**config.mk**
```make
export PLATFORM = sky130hd
export DESIGN_NAME = ext_mem_arbiter
export DESIGN_NICKNAME = d
export VERILOG_FILES = /design/src/rtl/ext_mem_arbiter.sv
export SDC_FILE = /design/constraint.sdc
export NUM_CORES = 1
export LEC_CHECK = 0
export ABC_CLOCK_PERIOD_IN_PS = 2029
export CORE_AREA = 5 5 93 138
export CTS_CLUSTER_DIAMETER = 150
export DETAILED_ROUTE_END_ITERATION = 16
export DIE_AREA = 0 0 98 143
export PLACE_DENSITY = 0.86
export SLEW_MARGIN = 20
export SYNTH_ARGS = -nofsm -noshare
export SYNTH_HDL_FRONTEND = slang
export SYNTH_SLANG_ARGS = --single-unit
```
**constraint.sdc**
```tcl
create_clock -name clk -period 2.03 [get_ports clk]
set_input_delay 0.609 -clock clk [delete_from_list [all_inputs] [get_ports clk]]
set_output_delay 0.609 -clock clk [all_outputs]
set_load 0.01 [all_outputs]
```
**src/rtl/ext_mem_arbiter.sv**
```systemverilog
// ext_mem_arbiter: round-robin burst arbiter sharing one external memory read port and one write port
// between two read clients and two write clients.
module emarb_chan #(
    parameter int ADDR_W = 16,
    parameter int LEN_W  = 8
) (
    input  logic              clk,
    input  logic              rst,
    input  logic [1:0]        req,
    input  logic [ADDR_W-1:0] addr_0,
    input  logic [ADDR_W-1:0] addr_1,
    input  logic [LEN_W-1:0]  len_0,
    input  logic [LEN_W-1:0]  len_1,
    output logic [1:0]        gnt,
    output logic              busy,
    output logic              own,
    output logic              last,
    output logic [ADDR_W-1:0] cur_addr
);
    typedef enum logic {IDLE, BURST} state_t;
    state_t state, state_nx;
    logic ptr, sel;
    logic [LEN_W-1:0] cnt;
    assign sel  = (&req) ? ptr : req[1];
    assign busy = state == BURST;
    assign last = busy && cnt == '0;
    always_comb begin
        gnt      = '0;
        state_nx = state;
        if (state == IDLE) begin
            if (|req && !rst) begin
                gnt[sel] = 1'b1;
                state_nx = BURST;
            end
        end else if (cnt == '0) begin
            state_nx = IDLE;
        end
    end
    always_ff @(posedge clk) state <= rst ? IDLE : state_nx;
    // cur_addr stops on the last beat so it doubles as the held idle address
    always_ff @(posedge clk) begin
        if (rst) begin
            ptr      <= 1'b0;
            own      <= 1'b0;
            cnt      <= '0;
            cur_addr <= '0;
        end else if (|gnt) begin
            own      <= sel;
            ptr      <= ~sel;
            cur_addr <= sel ? addr_1 : addr_0;
            cnt      <= sel ? len_1 : len_0;
        end else if (busy && cnt != '0) begin
            cur_addr <= cur_addr + 1'b1;
            cnt      <= cnt - 1'b1;
        end
    end
endmodule

module ext_mem_arbiter #(
    parameter int ADDR_W = 16,
    parameter int DATA_W = 16,
    parameter int LEN_W  = 8
) (
    input  logic              clk,
    input  logic              rst,
    input  logic              rd_req_0,
    input  logic              rd_req_1,
    input  logic [ADDR_W-1:0] rd_addr_0,
    input  logic [ADDR_W-1:0] rd_addr_1,
    input  logic [LEN_W-1:0]  rd_len_0,
    input  logic [LEN_W-1:0]  rd_len_1,
    output logic              rd_gnt_0,
    output logic              rd_gnt_1,
    output logic              rd_vld_0,
    output logic              rd_vld_1,
    output logic              rd_done_0,
    output logic              rd_done_1,
    output logic [DATA_W-1:0] rd_data,
    input  logic              wr_req_0,
    input  logic              wr_req_1,
    input  logic [ADDR_W-1:0] wr_addr_0,
    input  logic [ADDR_W-1:0] wr_addr_1,
    input  logic [LEN_W-1:0]  wr_len_0,
    input  logic [LEN_W-1:0]  wr_len_1,
    input  logic [DATA_W-1:0] wr_data_0,
    input  logic [DATA_W-1:0] wr_data_1,
    output logic              wr_gnt_0,
    output logic              wr_gnt_1,
    output logic              wr_rdy_0,
    output logic              wr_rdy_1,
    output logic              wr_done_0,
    output logic              wr_done_1,
    output logic              mem_re,
    output logic [ADDR_W-1:0] mem_rd_addr,
    output logic              mem_we,
    output logic [ADDR_W-1:0] mem_wr_addr,
    output logic [DATA_W-1:0] mem_data_in,
    input  logic [DATA_W-1:0] mem_data_out
);
    logic r_own, r_last, w_busy, w_own, w_last;
    logic vld_q, own_q, last_q;
    emarb_chan #(.ADDR_W(ADDR_W), .LEN_W(LEN_W)) u_rd (
        .clk, .rst, .req({rd_req_1, rd_req_0}),
        .addr_0(rd_addr_0), .addr_1(rd_addr_1), .len_0(rd_len_0), .len_1(rd_len_1),
        .gnt({rd_gnt_1, rd_gnt_0}), .busy(mem_re), .own(r_own), .last(r_last),
        .cur_addr(mem_rd_addr)
    );
    emarb_chan #(.ADDR_W(ADDR_W), .LEN_W(LEN_W)) u_wr (
        .clk, .rst, .req({wr_req_1, wr_req_0}),
        .addr_0(wr_addr_0), .addr_1(wr_addr_1), .len_0(wr_len_0), .len_1(wr_len_1),
        .gnt({wr_gnt_1, wr_gnt_0}), .busy(w_busy), .own(w_own), .last(w_last),
        .cur_addr(mem_wr_addr)
    );
    // tracks the memory's one-cycle read latency
    always_ff @(posedge clk) begin
        if (rst) begin
            vld_q  <= 1'b0;
            own_q  <= 1'b0;
            last_q <= 1'b0;
        end else begin
            vld_q  <= mem_re;
            own_q  <= r_own;
            last_q <= r_last;
        end
    end
    assign rd_vld_0    = vld_q & ~own_q;
    assign rd_vld_1    = vld_q & own_q;
    assign rd_done_0   = rd_vld_0 & last_q;
    assign rd_done_1   = rd_vld_1 & last_q;
    assign rd_data     = mem_data_out;
    assign mem_we      = w_busy;
    assign wr_rdy_0    = w_busy & ~w_own;
    assign wr_rdy_1    = w_busy & w_own;
    assign wr_done_0   = wr_rdy_0 & w_last;
    assign wr_done_1   = wr_rdy_1 & w_last;
    assign mem_data_in = !w_busy ? '0 : w_own ? wr_data_1 : wr_data_0;
endmodule

```
==> results of run 1 <==
==> power by group <==
group          internal, W  leakage, nW  switching, W
Clock              0.00100        0.148      0.000505
Combinational      0.00120         1.92       0.00110
Sequential         0.00131        0.472      0.000206
==> what timing repair did <==
item                                   in CTS  in global routing
resized for setup                         130                 24
buffers inserted                           10                  2
setup endpoints to repair                  73                 26
cloned                                      0                  1
endpoints found under the hold margin       0                  0
pin swaps                                   7                  5
==> metal layers <==
layer  share of wire  track usage
met2            0.52       0.4300
met4           0.047       0.1145
met3            0.11      0.08749
met5         0.00077            0
met1            0.32       0.2300
==> state kept, by name, summed over array words and instances, names as in the netlist <==
name / cells
u_rd.own: 1
u_rd.ptr: 1
u_wr.busy: 1
u_wr.own: 1
last_q: 1
own_q: 1
u_rd.cnt: 8
u_wr.cur_addr: 16
u_rd.cur_addr: 16
u_rd.busy: 1
u_wr.ptr: 1
vld_q: 1
u_wr.cnt: 8
==> final timing paths <==
| check | start | end | slack [ps] | depth (start not counted) |
|---|---|---|---|---|
| max | u_wr.cnt[1]$_SDFFE_PP0P_ | wr_done_1 | -260 | 5 |
| min | u_wr.cur_addr[15]$_SDFFE_PP0P_ | u_wr.cur_addr[15]$_SDFFE_PP0P_ | 480 | 1 |
| max reg2reg | u_wr.cnt[1]$_SDFFE_PP0P_ | u_wr.cnt[0]$_SDFFE_PP0P_ | 0 | 9 |
| min reg2reg | u_wr.cur_addr[15]$_SDFFE_PP0P_ | u_wr.cur_addr[15]$_SDFFE_PP0P_ | 480 | 1 |
==> per-stage QoR <==
stage / std cells / util / setup WS [ps]
2_1_floorplan: 450 / - / 21.70
3_3_place_gp: 804 / 0.5291 / -790.3
3_5_place_dp: 804 / 0.5291 / -818.4
4_1_cts: 827 / 0.5575 / -275.7
5_1_grt: 831 / 0.5629 / -327.9
6_report: 831 / 0.5629 / -258.9
==> cell type report <==
type	count	area, um^2
clock buffer	12	256.5
fill	1003	5014
tap	150	187.7
timing repair buffer	257	2356
inverter	12	45.04
clock inverter	3	40.04
multi-input combinational	339	2414
antenna	1	2.502
sequential	57	1156
==> synthesized netlist by cell type (8+ instances only) <==
master | n | share of area
nand2_1 | 23 | 0.023
o21ai_0 | 32 | 0.042
o211ai_1 | 8 | 0.016
a222oi_1 | 22 | 0.058
nor2b_1 | 19 | 0.031
buf_4 | 16 | 0.032
nand3_1 | 19 | 0.025
nor2_1 | 32 | 0.032
and3_1 | 10 | 0.016
clkbuf_1 | 10 | 0.0099
a21oi_1 | 13 | 0.017
mux2i_1 | 16 | 0.042
inv_1 | 11 | 0.011
nor3_1 | 19 | 0.025
buf_2 | 12 | 0.016
a32o_1 | 8 | 0.021
a22oi_1 | 11 | 0.022
dfxtp_1 | 57 | 0.30
a221oi_1 | 16 | 0.037
==> cells by family after synthesis <==
group	Yosys count	synth area share
buffers and inverters	55	0.08542
and+or+nand+nor	163	0.2424
AOI/OAI and AO/OA	149	0.3001
adders and majority gates	6	0.01979
DFF	57	0.3008
muxes	16	0.04222
xor gates and xnor gates	4	0.009234
==> critical path, stage by stage (launching register included) <==
cell and delay, ps:
dfxtp_2 320, inv_2 80, ha_4 140, or4b_4 490, nor3_2 170, buf_2 160
==> reports/metrics.csv, run 1 <==
metric,value,unit
outcome,"complete, but fails checks",
violations,setup timing,
fin_nets,832,
synth_area,0.003794,mm^2
layout_commonest_cell,clkdlybuf4s50_1,
fp.dieH,143,um
insertion_delay,320,ps
cp.arrival,1680,ps
yosysWarnings,0,
clk_path_buf_depth,2,
syn_area_per_cell,8.430,um^2
timing.fmax,436.9,MHz
area_delta_synth_final,70.22,%
p_leak,2.542,nW
rsz0062_at_grt,yes,
holdBufCountCts,0,
grt_pass1_wl,26220,um
ant_nets,0,
tightest_slew,668.8,ps
grt_pass1_vias,5052,
hold_ws,481.0,ps
final_cell_mix,"clkdlybuf4s50_1, buf_4, dfxtp_1",
hold_viol,0,
grt_max_degree,27,
fin_ws,-258.9,ps
pin_count,228,
start_util,0.3307,
clkSlewWorstSetupHoldPaths,50,ps
ir_worst_vdd,0.4538,mV
async_flop_share,0,
finalCritPeriodShare,1.128,
syn_nets,606,
path_class,flip-flop to primary output,
vias,4807,
portBuffers,195,
synth_edf_count,0,
clock-sinks,57,
powerDensity,824.0,mW/mm^2
synth_seq_cells,57,
post-route-min-period,2289,ps
avgRoutedWirePerCell,20.24,um
core_area,0.01147,mm^2
setup_viol,2,
htreeDepth,3,
avgViaCountPerCell,5.785,
die-width,98,um
track_usage,0.2342,
numCtsBuffers,9,
relSlewSlack,0.5536,
dieArea,0.01401,mm^2
place_area,0.006070,mm^2
finish.instance_area,0.006457,mm^2
place_congestion,0.9141,
hp-class,flip-flop to flip-flop,
yosysSeqAreaShare,0.3008,
cap_violations,0,
finClkSkew,8.674,ps
worstPathMaxFanout,3,
crit_path_end_kind,primary output,
synthCells,450,
antenna_found_initial,2,
wl,16820,um
drt_first_pass_iters,5,
dp_hpwl,13200,um
clock-root-buffer,clkbuf_16,
ys_types,60,
drc,0,
layout-drive-gt1-share,0.2118,
drt_iter0_markers,217,
num_rows,48,
cp-start-kind,flip-flop,
timing.setup.tns,-508.5,ps
p_total,0.005321,W
crit_required,1420,ps
grt_remaining_overflow,0,
ys.flop_type,dfxtp_1,
slew_violations,0,
cts_tree,built,
Note: power is estimated with default switching activity, not from simulation.
==> run 2: changes to the inputs <==
- CAP_MARGIN: not set -> 25
- CORE_AREA: 5 5 93 138 -> 5 5 73 108
- DIE_AREA: 0 0 98 143 -> 0 0 78 113
- DONT_BUFFER_PORTS: not set -> 1
- PLACE_DENSITY: 0.86 -> 0.85
==> run 2 against run 1 <==
Compared with the run above: the flow still finishes with violations (setup timing); highest routed layer is now met4; clock skew about the same; critical endpoint is now wr_done_0; sequential share of layout area increased by 9.3 points; critical path depth unchanged; core utilization is 5.8 points higher.
==> reports/metrics.csv, run 2 (synthesis results as in run 1) <==
metric,value,unit
outcome,"complete, but fails checks",
drt_iter0_markers,397,
layout_commonest_cell,dfxtp_1,
pwr-share-clk,0.244,
violations,setup timing,
finClkSkew,8.935,ps
clkSlewWorstSetupHoldPaths,70,ps
slew_violations,0,
die-width,78,um
core_area,0.006805,mm^2
internal-power,0.002558,W
pin_count,228,
avgViaCountPerCell,7.189,
layout-drive-gt1-share,0.1953,
portBuffers,0,
clock-sinks,57,
crit_path_end_kind,primary output,
post-route-min-period,2275,ps
fp.dieH,113,um
slowest_stage,or4b_4,
grt_pass1_vias,3906,
cp.arrival,1670,ps
seqPwrFrac,0.373,
cp-start-kind,flip-flop,
hp-class,input pin to flip-flop,
fin_nets,623,
antenna_found_initial,0,
cts_tree,built,
grt_pass1_wl,19200,um
avgRoutedWirePerCell,23.20,um
swShare,0.3835,
cp_cell_sequence,inv_2 -> ha_4 -> or4b_4 -> nor3_4 -> buf_6,
dp_hpwl,9632,um
final_cell_mix,"dfxtp_1, buf_4, o21ai_0",
top_regs,"u_rd.cur_addr x16, u_wr.cur_addr x16",
relSlewSlack,0.5491,
num_rows,37,
area_delta_synth_final,11.35,%
drt_first_pass_iters,6,
track_usage,0.2666,
pwr-share-comb,0.383,
grt_max_degree,26,
grt_remaining_overflow,0,
setup_viol,2,
vias,3947,
hold_viol,0,
finalCritPeriodShare,1.121,
powerDensity,982.2,mW/mm^2
timing.fmax,439.6,MHz
p_sw,0.001591,W
drc,0,
ir_worst_vdd,0.6797,mV
p_leak,1.507,nW
place_congestion,0.9650,
diodes,0,
wl,12740,um
holdBufCountCts,0,
dieArea,0.008814,mm^2
insertion_delay,350,ps
ant_nets,0,
crit_required,1420,ps
tightest_slew,671.9,ps
start_util,0.5575,
clk_path_buf_depth,2,
post-route-util,0.6207,
clock-root-buffer,clkbuf_8,
path_class,flip-flop to primary output,
worstPathMaxFanout,3,
cap_violations,0,
numCtsBuffers,9,
htreeDepth,3,
dpl_worst_slack,20.35,ps
rsz0062_at_grt,yes,
cpPeakStageDelay,490,ps
fin_ws,-244.7,ps
run 2: per-stage QoR:
stage	hold slack (ps)	power [W]	std cells	area (um^2)	setup TNS, ps
6_report	335.5	0.004149	549	4224	-429.7
4_1_cts	323.2	0.004049	546	4174	-391.9
3_5_place_dp	481.0	0.003004	528	3960	0
3_3_place_gp	478.6	0.002940	528	3960	0
2_1_floorplan	448.4	0.002616	450	3796	0
5_1_grt	324.3	0.004377	549	4224	-563.8
run 2: area by class of cell:
type | count | area, um^2
fill | 569 | 2581
multi-input combinational | 338 | 2360
sequential | 57 | 1147
timing repair buffer | 49 | 396.6
clock buffer | 12 | 135.1
tap | 78 | 97.59
inverter | 12 | 45.04
clock inverter | 3 | 42.54
run 2: worst paths after layout:
check | endpoint | cells past startpoint | start | slack (ps)
hold / removal | u_wr.cur_addr[9]$_SDFFE_PP0P_ | 1 | rst | 340
hold reg to reg | own_q$_SDFF_PP0_ | 1 | u_rd.own$_SDFFE_PP0P_ | 490
setup / recovery | wr_done_0 | 5 | u_wr.cnt[0]$_SDFFE_PP0P_ | -240
setup reg to reg | u_rd.cur_addr[12]$_SDFFE_PP0P_ | 6 | u_rd.cnt[0]$_SDFFE_PP0P_ | 80
run 2: worst max-delay path, delay by kind of cell, from the launching register on:
kind / cells / cell delay (ps)
and+or+nand+nor: 2 / 680
DFF: 1 / 330
adders and majority gates: 1 / 120
buffers and inverters: 2 / 190
run 2: layer usage:
| metal | wire length [um] | vias up | track usage |
|---|---|---|---|
| met5 | 0 | - | 0 |
| met3 | 1309 | 47 | 0.08360 |
| li1 | - | 1780 | - |
| met1 | 4320 | 1847 | 0.2664 |
| met4 | 437 | 0 | 0.1330 |
| met2 | 6671 | 273 | 0.4863 |
run 2: power groups by stage:
stage / Clock [W] / Sequential, W / Combinational, W
floorplan: 0 / 0.00153 / 0.00108
global placement: 0 / 0.00154 / 0.00140
detailed placement: 0 / 0.00155 / 0.00145
CTS: 0.00102 / 0.00153 / 0.00150
global route: 0.00108 / 0.00157 / 0.00173
finish: 0.00101 / 0.00155 / 0.00159
run 2: repair_timing:
action	in CTS	in global routing
resized for setup	6	9
cloned	0	0
pin swaps	2	2
endpoints found under the setup margin	2	10
setup buffers	3	3
endpoints found under the hold margin	0	0
